`src/rtl/mc_sequencer_if.sv`:
```
// Memory handshake bundle between the control sequencer and the instruction/data memories.
// The sequencer drives requests and the store strobe; memories answer with ready.
interface mc_sequencer_if;
    logic imem_req;
    logic imem_ready;
    logic dmem_req;
    logic dmem_ready;
    logic dmem_wren;

    modport master (
        output imem_req,
        output dmem_req,
        output dmem_wren,
        input  imem_ready,
        input  dmem_ready
    );

    modport slave (
        input  imem_req,
        input  dmem_req,
        input  dmem_wren,
        output imem_ready,
        output dmem_ready
    );
endinterface

```
`src/rtl/mc_sequencer.sv`:
```
// Multi-cycle RV32I control sequencer: 3-5 cycles per instruction plus memory waits.
// Stalls in FETCH/MEMORY until ready, halting with a timeout cause after MEM_TIMEOUT waits.
module mc_sequencer #(
    parameter int CNT_WIDTH   = 32,
    parameter int MEM_TIMEOUT = 16
) (
    input  logic                 clk,
    input  logic                 reset,
    mc_sequencer_if.master       mem,
    input  logic [6:0]           opcode,
    input  logic                 branch_cond,
    input  logic                 resume,
    output logic                 ir_write,
    output logic                 pc_write,
    output logic                 pc_src,
    output logic                 reg_write,
    output logic [1:0]           alu_src_a,
    output logic [1:0]           alu_src_b,
    output logic [1:0]           writeback_mux,
    output logic [2:0]           state,
    output logic                 halted,
    output logic [1:0]           halt_cause,
    output logic [CNT_WIDTH-1:0] cycle_cnt,
    output logic [CNT_WIDTH-1:0] instret
);

    typedef enum logic [2:0] {
        S_FETCH     = 3'd0,
        S_DECODE    = 3'd1,
        S_EXECUTE   = 3'd2,
        S_MEMORY    = 3'd3,
        S_WRITEBACK = 3'd4,
        S_HALT      = 3'd5
    } state_t;

    localparam logic [6:0] OP_R      = 7'b0110011;
    localparam logic [6:0] OP_IALU   = 7'b0010011;
    localparam logic [6:0] OP_LOAD   = 7'b0000011;
    localparam logic [6:0] OP_STORE  = 7'b0100011;
    localparam logic [6:0] OP_BRANCH = 7'b1100011;
    localparam logic [6:0] OP_JAL    = 7'b1101111;
    localparam logic [6:0] OP_JALR   = 7'b1100111;
    localparam logic [6:0] OP_LUI    = 7'b0110111;
    localparam logic [6:0] OP_AUIPC  = 7'b0010111;
    localparam logic [6:0] OP_SYSTEM = 7'b1110011;

    localparam logic [1:0] CAUSE_NONE    = 2'b00;
    localparam logic [1:0] CAUSE_SYSTEM  = 2'b01;
    localparam logic [1:0] CAUSE_ILLEGAL = 2'b10;
    localparam logic [1:0] CAUSE_TIMEOUT = 2'b11;

    // Wait counter only ever holds values below MEM_TIMEOUT.
    localparam int              WAIT_W    = (MEM_TIMEOUT < 2) ? 1 : $clog2(MEM_TIMEOUT + 1);
    localparam logic [WAIT_W:0] TIMEOUT_V = (WAIT_W + 1)'(MEM_TIMEOUT);

    state_t            cur_state;
    state_t            nxt_state;
    logic [1:0]        cause_q;
    logic [1:0]        cause_d;
    logic [WAIT_W-1:0] wait_q;
    logic [WAIT_W-1:0] wait_d;
    logic              timeout_hit;

    logic is_load;
    logic is_store;
    logic is_branch;
    logic is_jump;
    logic is_system;
    logic is_legal;

    assign is_load   = (opcode == OP_LOAD);
    assign is_store  = (opcode == OP_STORE);
    assign is_branch = (opcode == OP_BRANCH);
    assign is_jump   = (opcode == OP_JAL) || (opcode == OP_JALR);
    assign is_system = (opcode == OP_SYSTEM);

    always_comb begin
        case (opcode)
            OP_R, OP_IALU, OP_LOAD, OP_STORE, OP_BRANCH,
            OP_JAL, OP_JALR, OP_LUI, OP_AUIPC, OP_SYSTEM: is_legal = 1'b1;
            default:                                      is_legal = 1'b0;
        endcase
    end

    // Fires on the wait cycle that would bring the counter up to MEM_TIMEOUT.
    assign timeout_hit = (MEM_TIMEOUT != 0) && (({1'b0, wait_q} + 1'b1) == TIMEOUT_V);

    always_ff @(posedge clk or posedge reset) begin
        if (reset) begin
            cur_state <= S_FETCH;
            cause_q   <= CAUSE_NONE;
            wait_q    <= '0;
        end else begin
            cur_state <= nxt_state;
            cause_q   <= cause_d;
            wait_q    <= wait_d;
        end
    end

    always_comb begin
        nxt_state = cur_state;
        cause_d   = cause_q;
        wait_d    = wait_q;
        case (cur_state)
            S_FETCH: begin
                if (mem.imem_ready) begin
                    nxt_state = S_DECODE;
                    wait_d    = '0;
                end else if (timeout_hit) begin
                    nxt_state = S_HALT;
                    cause_d   = CAUSE_TIMEOUT;
                    wait_d    = '0;
                end else if (MEM_TIMEOUT != 0) begin
                    wait_d = wait_q + 1'b1;
                end
            end
            S_DECODE: begin
                if (!is_legal) begin
                    nxt_state = S_HALT;
                    cause_d   = CAUSE_ILLEGAL;
                end else if (is_system) begin
                    nxt_state = S_HALT;
                    cause_d   = CAUSE_SYSTEM;
                end else begin
                    nxt_state = S_EXECUTE;
                end
            end
            S_EXECUTE: begin
                if (is_branch) begin
                    nxt_state = S_FETCH;
                end else if (is_load || is_store) begin
                    nxt_state = S_MEMORY;
                end else begin
                    nxt_state = S_WRITEBACK;
                end
            end
            S_MEMORY: begin
                if (mem.dmem_ready) begin
                    nxt_state = is_load ? S_WRITEBACK : S_FETCH;
                    wait_d    = '0;
                end else if (timeout_hit) begin
                    nxt_state = S_HALT;
                    cause_d   = CAUSE_TIMEOUT;
                    wait_d    = '0;
                end else if (MEM_TIMEOUT != 0) begin
                    wait_d = wait_q + 1'b1;
                end
            end
            S_WRITEBACK: begin
                nxt_state = S_FETCH;
            end
            S_HALT: begin
                // Only an ECALL/EBREAK halt is resumable; the others need reset.
                if ((cause_q == CAUSE_SYSTEM) && resume) begin
                    nxt_state = S_FETCH;
                    cause_d   = CAUSE_NONE;
                end
            end
            default: begin
                nxt_state = S_FETCH;
                cause_d   = CAUSE_NONE;
                wait_d    = '0;
            end
        endcase
    end

    always_comb begin
        mem.imem_req  = 1'b0;
        mem.dmem_req  = 1'b0;
        mem.dmem_wren = 1'b0;
        ir_write      = 1'b0;
        pc_write      = 1'b0;
        pc_src        = 1'b0;
        reg_write     = 1'b0;
        alu_src_a     = 2'b00;
        alu_src_b     = 2'b00;
        writeback_mux = 2'b00;
        if (!reset) begin
            case (cur_state)
                S_FETCH: begin
                    mem.imem_req = 1'b1;
                    ir_write     = mem.imem_ready;
                end
                S_EXECUTE: begin
                    case (opcode)
                        OP_R, OP_BRANCH: begin
                            alu_src_a = 2'b01;
                            alu_src_b = 2'b00;
                        end
                        OP_IALU, OP_LOAD, OP_STORE, OP_JALR: begin
                            alu_src_a = 2'b01;
                            alu_src_b = 2'b10;
                        end
                        OP_JAL, OP_AUIPC: begin
                            alu_src_a = 2'b00;
                            alu_src_b = 2'b10;
                        end
                        OP_LUI: begin
                            alu_src_a = 2'b10;
                            alu_src_b = 2'b10;
                        end
                        default: begin
                            alu_src_a = 2'b00;
                            alu_src_b = 2'b00;
                        end
                    endcase
                    if (is_branch) begin
                        pc_write = 1'b1;
                        pc_src   = branch_cond;
                    end
                end
                S_MEMORY: begin
                    mem.dmem_req  = 1'b1;
                    mem.dmem_wren = is_store;
                    pc_write      = is_store && mem.dmem_ready;
                end
                S_WRITEBACK: begin
                    reg_write = 1'b1;
                    pc_write  = 1'b1;
                    pc_src    = is_jump;
                    if (is_load) begin
                        writeback_mux = 2'b01;
                    end else if (opcode == OP_LUI) begin
                        writeback_mux = 2'b10;
                    end else if (is_jump) begin
                        writeback_mux = 2'b11;
                    end
                end
                S_HALT: begin
                    pc_write = (cause_q == CAUSE_SYSTEM) && resume;
                end
                default: begin
                    pc_write = 1'b0;
                end
            endcase
        end
    end

    always_ff @(posedge clk or posedge reset) begin
        if (reset) begin
            cycle_cnt <= '0;
            instret   <= '0;
        end else begin
            if (cur_state != S_HALT) begin
                cycle_cnt <= cycle_cnt + 1'b1;
            end
            if (pc_write) begin
                instret <= instret + 1'b1;
            end
        end
    end

    assign state      = cur_state;
    assign halted     = (cur_state == S_HALT);
    assign halt_cause = cause_q;

endmodule

```
`src/flat_wrapper.sv`:
```
// flat-port wrapper written by rule: the top's interface ports become plain ports
module mc_sequencer_flat 
#(
    parameter int CNT_WIDTH   = 32,
    parameter int MEM_TIMEOUT = 16
)
  (clk, reset, opcode, branch_cond, resume, ir_write, pc_write, pc_src, reg_write, alu_src_a, alu_src_b, writeback_mux, state, halted, halt_cause, cycle_cnt, instret, mem_imem_req, mem_dmem_req, mem_dmem_wren, mem_imem_ready, mem_dmem_ready);
  mc_sequencer_if mem_i ();
  input  logic clk;
  input  logic reset;
  input  logic [6:0] opcode;
  input  logic branch_cond;
  input  logic resume;
  output logic ir_write;
  output logic pc_write;
  output logic pc_src;
  output logic reg_write;
  output logic [1:0] alu_src_a;
  output logic [1:0] alu_src_b;
  output logic [1:0] writeback_mux;
  output logic [2:0] state;
  output logic halted;
  output logic [1:0] halt_cause;
  output logic [CNT_WIDTH-1:0] cycle_cnt;
  output logic [CNT_WIDTH-1:0] instret;
  output wire logic [$bits(mem_i.imem_req)-1:0] mem_imem_req;
  output wire logic [$bits(mem_i.dmem_req)-1:0] mem_dmem_req;
  output wire logic [$bits(mem_i.dmem_wren)-1:0] mem_dmem_wren;
  input wire logic [$bits(mem_i.imem_ready)-1:0] mem_imem_ready;
  input wire logic [$bits(mem_i.dmem_ready)-1:0] mem_dmem_ready;
  assign mem_imem_req = mem_i.imem_req;
  assign mem_dmem_req = mem_i.dmem_req;
  assign mem_dmem_wren = mem_i.dmem_wren;
  assign mem_i.imem_ready = mem_imem_ready;
  assign mem_i.dmem_ready = mem_dmem_ready;
  mc_sequencer #(.CNT_WIDTH(CNT_WIDTH), .MEM_TIMEOUT(MEM_TIMEOUT)) u_core (.clk(clk), .reset(reset), .mem(mem_i), .opcode(opcode), .branch_cond(branch_cond), .resume(resume), .ir_write(ir_write), .pc_write(pc_write), .pc_src(pc_src), .reg_write(reg_write), .alu_src_a(alu_src_a), .alu_src_b(alu_src_b), .writeback_mux(writeback_mux), .state(state), .halted(halted), .halt_cause(halt_cause), .cycle_cnt(cycle_cnt), .instret(instret));
endmodule
```
`config.mk`:
```
export PLATFORM = sky130hd
export DESIGN_NAME = mc_sequencer_flat
export DESIGN_NICKNAME = d
export VERILOG_FILES = /design/src/rtl/mc_sequencer_if.sv /design/src/rtl/mc_sequencer.sv /design/src/flat_wrapper.sv
export SDC_FILE = /design/constraint.sdc
export NUM_CORES = 1
export LEC_CHECK = 0
export CORE_UTILIZATION = 54
export DETAILED_ROUTE_END_ITERATION = 16
export PLACE_DENSITY = 0.88
export SYNTH_ARGS = -nofsm -noshare
export SYNTH_HDL_FRONTEND = slang
export SYNTH_SLANG_ARGS = --single-unit
```
`constraint.sdc`:
```
create_clock -name clk -period 6.8 [get_ports clk]
set_input_delay 0.68 -clock clk [delete_from_list [all_inputs] [get_ports clk]]
set_output_delay 0.68 -clock clk [all_outputs]
set_load 0.02 [all_outputs]
```
# [Word-level counts from Yosys, hierarchy flattened]
# Index checks and enable logic that the tools add are counted.
[word_totals] register_bits=74 word_cells=92 output_inout_bits=83
[classes] n_reduce_logical=11 bitwise=1 add_sub_neg=4 n_mux=49 eq_ne=22
[ops] op="$add 32x1->32 const B" n=2
[ops] op="$mux 2" n=16
[ops] op="$eq 7x7->1 const B" n=4
[ops] op="$mux 3" n=9
[ops] op="$eq 7x6->1 const B" n=3
[ops] op="$mux 1" n=15
[ops] op="$mux 5" n=3
[ops] op="$pmux 3 s5" n=1
[ops] op="$pmux 5 s3" n=1
[ops] op="$eq 7x5->1 const B" n=2
[ops] op="$pmux 2 s5" n=1
[ops] op="$reduce_or 10->1" n=1
[ops] op="$eq 7x2->1 const B" n=1
[ops] op="$reduce_or 7->1" n=1
[ops] op="$add 5x1->6 const B" n=1
[ops] op="$eq 3x2->1 const B" n=2
[ops] op="$eq 3x3->1 const B" n=2
[ops] op="$eq 6x5->1 const B" n=1
[ops] op="$reduce_or 6->1" n=1
[ops] op="$add 5x1->5 const B" n=1
[ops] op="$reduce_and 5->1" n=1
[ops] op="$ne 2x2->1 const B" n=2
[ops] op="$pmux 1 s4" n=1
[ops] op="$pmux 2 s2" n=1
[ops] op="12 further kinds" n=14

# [Logic depth before layout (Yosys ltp)]
# Gate-level depths: netlist of the first run.
[logic_depth] word_depth=7 ltp_mapped=8

# [Least setup slack after synthesis of the first run]
# Ideal clock, no wire load.
[synth_path] path_kind="input to output" from="input reset" to="output alu_src_b[1]" arrival_time_ns=3.138 path_slack_ns=2.982 stages=3 required_ns=6.120 n_path_buf=0 cell_sequence="inv_1 -> nand3_1 -> a211oi_1"
[synth_via] elab_chain_len=1
[synth_lines] item="start, declared" line_no="flat_wrapper.sv:10" rtl="input logic reset;"
[synth_lines] item="$mux 2" line_no="mc_sequencer.sv:178" rtl="if (!reset) begin"
[synth_lines] item="end, declared" line_no="flat_wrapper.sv:19" rtl="output logic [1:0] alu_src_b;"
# Every way passes these cells.

# [Final worst setup path of the first run]
[layout_path] from="input opcode[2]" to="output pc_write"
[layout_via] elab_chain_len=4 elab_cells_between_ends=6
[layout_lines] item="start, declared" line_no="flat_wrapper.sv:11" rtl="input logic [6:0] opcode;"
[layout_lines] item="$eq 7x7->1 / $eq 7x6->1 (equally long branches)" line_no="mc_sequencer.sv:73, mc_sequencer.sv:72"
[layout_lines] item="$mux 1 / $logic_and 1x1->1 (equally long branches)" line_no="mc_sequencer.sv:207, mc_sequencer.sv:215"
[layout_lines] item="$pmux 1 s4 (*)" line_no="mc_sequencer.sv:179" rtl="case (cur_state)"
[layout_lines] item="$mux 1 (*)" line_no="mc_sequencer.sv:178"
[layout_lines] item="end, declared" line_no="flat_wrapper.sv:15" rtl="output logic pc_write;"
# Every way passes the cells marked *; elsewhere a longest branch is shown, timed or not.

==> out/results.tsv, run 1 <==
stage	metric	value	unit
cts	clkTransAtPathRegs	0.08	ns
cts	cts.repair.resized	0	
global_routing	antenna_found_initial	0	
final_layout	diodes	0	
critical_path	start_kind	input port	
synthesis	synth-edff-count	0	
run	maxCapViolCount	0	
sta	period_share	58.4	%
pwr	p_total	1.56	mW
synthesis	ys_types	56	
synthesis	yosysTopAreaCellShare	47.4	%
global_routing	grt_pass1_vias	3312	
synthesis	ys_warn_count	0	
cts	cts_tree	done	
synthesis	synth_fp_nets	402	
floorplan	ioPinCount	96	
sta	hold_viol	0	
drt	vias_per_cell	5.75	
cts	cts_setup_buffers	0	
critical_path	startpoint	opcode[2]	
place	io_buffers	94	
critical_path	r2r-start	u_core.state[2]	
critical_path	reg2reg_slack	4.31	ns
drt	totalWireLength	8970	um
sta	period_minus_slack	3.97	ns
floorplan	core-area	6910	sq um
global_routing	gr-total-overflow	0	
sta	clock.fmax	252	MHz
critical_path	r2r_cells	6	
cts	clk_path_buf_depth	2	
synthesis	syn_inst	386	
synthesis	syn_area_per_cell	10.1	sq um
drt	dr.pass1.iters	5	
global_routing	grt_pass1_wl	14900	um
drt	drtIter0Drc	158	
drt	wl_per_cell	15.3	um
synthesis	synthTopCellsByArea	dfrtp_1 47%, xnor2_1 7.6%, xor2_1 6.7%, nand2_1 3.5%, nand4_1 2.9%	
final_layout	finalNetCount	500	
synthesis	async_flop_share	100	%
synthesis	syn_area	3910	sq um
floorplan	fp.dieW	87.1	um
cts	clock_tree.root_cell	clkbuf_8	
place	placed_cell_area	4920	sq um
pwr	irDropWorstVdd	0.220	mV
sta	tns	0	ns
global_routing	grt_max_degree	75	
final_layout	area_growth	32.4	%
sta	setup_viol	0	
synthesis	yosysMostFrequentCell	dfrtp_1	
place	dpl.hpwl	6390	um
sta	rsz0062_at_grt	false	
final_layout	fin_area	5170	sq um
drt	antenna_left	0	
sta	drv_slew	0	
place	place.gp.congestion	0.863	
cts	htreeDepth	3	
cts	worstSkewPairLatency	0.36	ns
sta	skew	0.0142	ns
critical_path	cp-endpoint	pc_write	
final_layout	n_fill_cell	467	
floorplan	start_util	56.6	%
critical_path	worst-path-max-fanout	31	
hold_path	min_path_type	reg2reg	
synthesis	synth_top_flop_cell	dfrtp_1	
critical_path	critPathKind	in2out	
final_layout	drive_gt1_share	6.95	%
floorplan	die_h	87.1	um
outcome	status	complete, no violations	
cts	cts.sinks	74	
pwr	power.density	301	nW/um^2
pwr	leakage	2.16	nW
synthesis	yosys-top-cells-count	74 x dfrtp_1, 36 x nand2_1, 34 x xnor2_1, 30 x xor2_1, 26 x nor2_1	
synthesis	yosysSeqAreaShare	47.4	%
critical_path	cp_data_arrival_time	3.29	ns
cts	hold_buffers	0	
floorplan	die-area	7580	sq um
drt	vias	3366	
critical_path	worstReg2RegEnd	u_core.instret[30]	
sta	relSlewSlack	40.7	%
critical_path	required	6.12	ns
synthesis	synth-seq-cells	74	
drt	post-route-drc-count	0	
final_layout	fin_cells	585	
final_layout	utilization	74.9	%
floorplan	core.rowCount	30	
place	place_inst	569	
sta	worst_pin_slew	0.889	ns
synthesis	yosysTopAreaCell	dfrtp_1	
cts	numCtsBuffers	9	
global_routing	grt.total_usage	25.3	%
critical_path	cp-end-kind	output pin	
## registers in the layout, indices dropped and copies added, names as in the netlist
name,flops
u_core.wait_q,5
u_core.cycle_cnt,32
u_core.halt_cause,2
u_core.state,3
u_core.instret,32
## kinds of logic (layout without fill, tap and decap cells)
logic type,after synthesis,after routing,synth area share (%)
xor gates and xnor gates,65,65,14.8
AOI/OAI and AO/OA,41,41,7.36
other,1,1,0.0959
adders and majority gates,3,3,0.960
and+or+nand+nor,179,179,25.9
buffers and inverters,21,124,2.98
muxes,2,2,0.576
DFF,74,74,47.4
## area by class of cell
| cell class | instances | area (sq um) | share of cell area [%] |
|---|---|---|---|
| multi-input cells | 291 | 1950 | 37.7 |
| flip-flops and latches | 74 | 1850 | 35.8 |
| repair buffers | 96 | 956 | 18.5 |
| clock buffers | 10 | 138 | 2.66 |
| well taps | 96 | 120 | 2.32 |
| clock inverters | 6 | 113 | 2.18 |
| inverters | 12 | 45.0 | 0.870 |
## placed cells by master (no fill, tap or decap), types with 8 or more instances in the layout
cell type        instances
nor3_1                  18
nand2_1                 36
xnor2_1                 34
inv_1                   11
nor4_1                   8
o21ai_0                 12
dfrtp_1                 74
nand4_1                 18
clkdlybuf4s50_1         94
clkbuf_8                10
nand3_1                 19
xor2_1                  30
nor2_1                  26
## critical path, cell delays in order
cell and delay (ns):
clkdlybuf4s50_1 0.52, or3_4 0.45, nor4_1 0.46, a311oi_4 0.05
buf_4 0.26, nor2_1 0.23, clkdlybuf4s50_1 0.64
## routing by layer
layer  part of all wire [%]  vias up  track usage (%)  wire length [um]
li1                       -     1572                -                 -
met1                     43     1636             30.5              3840
met5                      0        -                0                 0
met4                    2.5        0             11.4               223
met3                    4.8       24             5.40               428
met2                     50      134             43.4              4470
## stage by stage
step	worst slack (ns)	hold slack, ns
after floorplan	2.98	0.495
after global placement	2.89	0.460
after detailed placement	2.85	0.465
after CTS	2.85	0.481
after global routing	2.72	0.484
final	2.83	0.477
## power breakdown
part	switching (mW)	leakage (nW)	internal [mW]
Combinational	0.290	1.05	0.242
Clock	0.167	0.127	0.255
Sequential	0.106	0.988	0.496
Total	0.562	2.16	0.993
## worst min-delay path by stage
stage | to | from | cells after the start | slack [ns]
after floorplan | u_core.wait_q[3] | u_core.wait_q[3] | 1 | 0.49
after global placement | u_core.instret[31] | u_core.instret[31] | 1 | 0.46
after detailed placement | u_core.instret[31] | u_core.instret[31] | 1 | 0.47
after CTS | u_core.instret[31] | u_core.instret[31] | 1 | 0.48
after global routing | u_core.instret[31] | u_core.instret[31] | 1 | 0.48
final | u_core.instret[31] | u_core.instret[31] | 1 | 0.48
No activity file was read; power rests on OpenSTA's default activity.
==> inputs of run 2 (changes only) <==
--- a/config.mk
+++ b/config.mk
@@ -5,9 +5,9 @@
 export SDC_FILE = /design/constraint.sdc
 export NUM_CORES = 1
 export LEC_CHECK = 0
-export CORE_UTILIZATION = 54
+export CORE_UTILIZATION = 50
 export DETAILED_ROUTE_END_ITERATION = 16
-export PLACE_DENSITY = 0.88
+export PLACE_DENSITY = 0.83
 export SYNTH_ARGS = -nofsm -noshare
 export SYNTH_HDL_FRONTEND = slang
 export SYNTH_SLANG_ARGS = --single-unit
==> constraint.sdc (replaced) <==
create_clock -name clk -period 3.85 [get_ports clk]
set_input_delay 0.385 -clock clk [delete_from_list [all_inputs] [get_ports clk]]
set_output_delay 0.385 -clock clk [all_outputs]
set_load 0.02 [all_outputs]
==> out/results.tsv, run 2 (synthesized netlist as in run 1, its figures left out) <==
stage	metric	value	unit
critical_path	crit_top_cell	clkdlybuf4s50_1	
critical_path	worst-path-buf-inv	2	
critical_path	start_kind	input port	
cts	cts.sinks	74	
critical_path	critPathKind	in2out	
global_routing	grt.total_usage	23.4	%
drt	post-route-drc-count	0	
global_routing	grt_max_degree	75	
critical_path	worst-path-max-fanout	8	
final_layout	finalNetCount	500	
pwr	leakage	2.15	nW
final_layout	final_common_cell	clkdlybuf4s50_1	
final_layout	drive_gt1_share	6.76	%
drt	wl_per_cell	15.3	um
global_routing	grt_pass1_vias	3296	
hold_path	hold_depth	1	
cts	clk_path_buf_depth	2	
final_layout	fin_cells	587	
cts	clkTransAtPathRegs	0.08	ns
sta	relSlewSlack	39.9	%
final_layout	final_cell_mix	94 x clkdlybuf4s50_1, 74 x dfrtp_1, 36 x nand2_1	
cts	clock_tree.root_cell	clkbuf_8	
sta	rsz0062_at_grt	false	
global_routing	gr-total-overflow	0	
drt	vias_per_cell	5.67	
critical_path	cp-end-kind	output pin	
global_routing	grt_pass1_wl	15600	um
drt	dr.pass1.iters	4	
final_layout	reg_top3	u_core.cycle_cnt x32, u_core.instret x32, u_core.wait_q x5	
global_routing	antenna_found_initial	0	
drt	antenna_left	0	
drt	drtIter0Drc	170	
critical_path	cp_data_arrival_time	2.73	ns
critical_path	slowest_stage	clkdlybuf4s50_1	
final_layout	diodes	0	
run	maxCapViolCount	0	
sta	drv_slew	0	
pwr	irDropWorstVdd	0.351	mV
cts	cts.repair.resized	0	
critical_path	slowest_delay	0.65	ns
drt	totalWireLength	8980	um
floorplan	core.rowCount	31	
critical_path	path_depth	6	
place	io_buffers	94	
place	placed_cell_area	4930	sq um
final_layout	utilization	69.4	%
sta	setup_viol	0	
cts	hold_buffers	0	
cts	worstSkewPairLatency	0.34	ns
critical_path	path_delay_family	buffers and inverters	
critical_path	crit_chain	clkdlybuf4s50_1 -> or3_4 -> nor4_1 -> a311oi_4 -> nor2_1 -> clkdlybuf4s50_1	
cts	cts_setup_buffers	0	
final_layout	area_growth	31.6	%
place	place.gp.congestion	0.904	
place	place_inst	572	
final_layout	fin_area	5140	sq um
floorplan	fp.dieW	90.4	um
sta	hold_viol	0	
cts	htreeDepth	3	
place	dpl.hpwl	6400	um
floorplan	start_util	52.8	%
sta	skew	0.0138	ns
cts	numCtsBuffers	9	
cts	cts_tree	done	
floorplan	die-area	8170	sq um
floorplan	die_h	90.4	um
critical_path	required	3.46	ns
outcome	status	complete, no violations	
sta	period_minus_slack	3.12	ns
floorplan	ioPinCount	96	
hold_path	min_path_type	reg2reg	
pwr	power.density	518	nW/um^2
sta	period_share	81.0	%
sta	clock.fmax	321	MHz
drt	vias	3329	
sta	worst_pin_slew	0.902	ns
sta	tns	0	ns
floorplan	core-area	7410	sq um
critical_path	r2r_cells	5	
==> run 2: cell type report <==
type | instances | area (sq um)
clock buffers | 10 | 138
clock inverters | 5 | 78.8
fillers | 562 | 2260
inverters | 12 | 45.0
multi-input cells | 291 | 1950
flip-flops and latches | 74 | 1850
well taps | 99 | 124
repair buffers | 96 | 956
==> run 2: worst paths after layout <==
kind,startpoint,end,slack [ns]
worst max register to register,u_core.state[1],u_core.instret[20],1.35
max in group asynchronous,reset,u_core.instret[17],2.41
worst max-delay path,opcode[2],pc_write,0.73
worst min register to register,u_core.instret[31],u_core.instret[31],0.48
min in group asynchronous,reset,u_core.instret[14],0.84
worst min-delay path,u_core.instret[31],u_core.instret[31],0.48
==> run 2: layer usage <==
metal / GRT usage [%] / part of all wire (%) / vias to the layer above / wire length [um]
met5: 0 / 0 / - / 0
met4: 8.74 / 1.7 / 0 / 149
met3: 5.05 / 4.4 / 15 / 392
met2: 37.9 / 49 / 103 / 4400
met1: 30.9 / 45 / 1644 / 4040
li1: - / - / 1567 / -
==> run 2: through the flow <==
step	worst slack, ns	power, mW	hold WS, ns
2_1_floorplan	0.622	1.69	0.495
3_5_place_dp	0.752	2.01	0.466
5_1_grt	0.661	2.81	0.498
6_report	0.731	2.66	0.477
4_1_cts	0.749	2.67	0.481
3_3_place_gp	0.750	1.98	0.461
==> run 2: where the power goes <==
| group | leakage (nW) | total [mW] | internal [mW] | switching, mW |
|---|---|---|---|---|
| clock network | 0.112 | 0.656 | 0.378 | 0.278 |
| logic | 1.05 | 0.939 | 0.428 | 0.511 |
| registers | 0.988 | 1.07 | 0.876 | 0.192 |
| total | 2.15 | 2.66 | 1.68 | 0.981 |
==> run 2: worst reg2reg max path, delay by kind of cell (launching register included) <==
kind	cells	cell delay, ns
simple gates	3	1.31
xor+xnor	2	0.39
flops	1	0.73
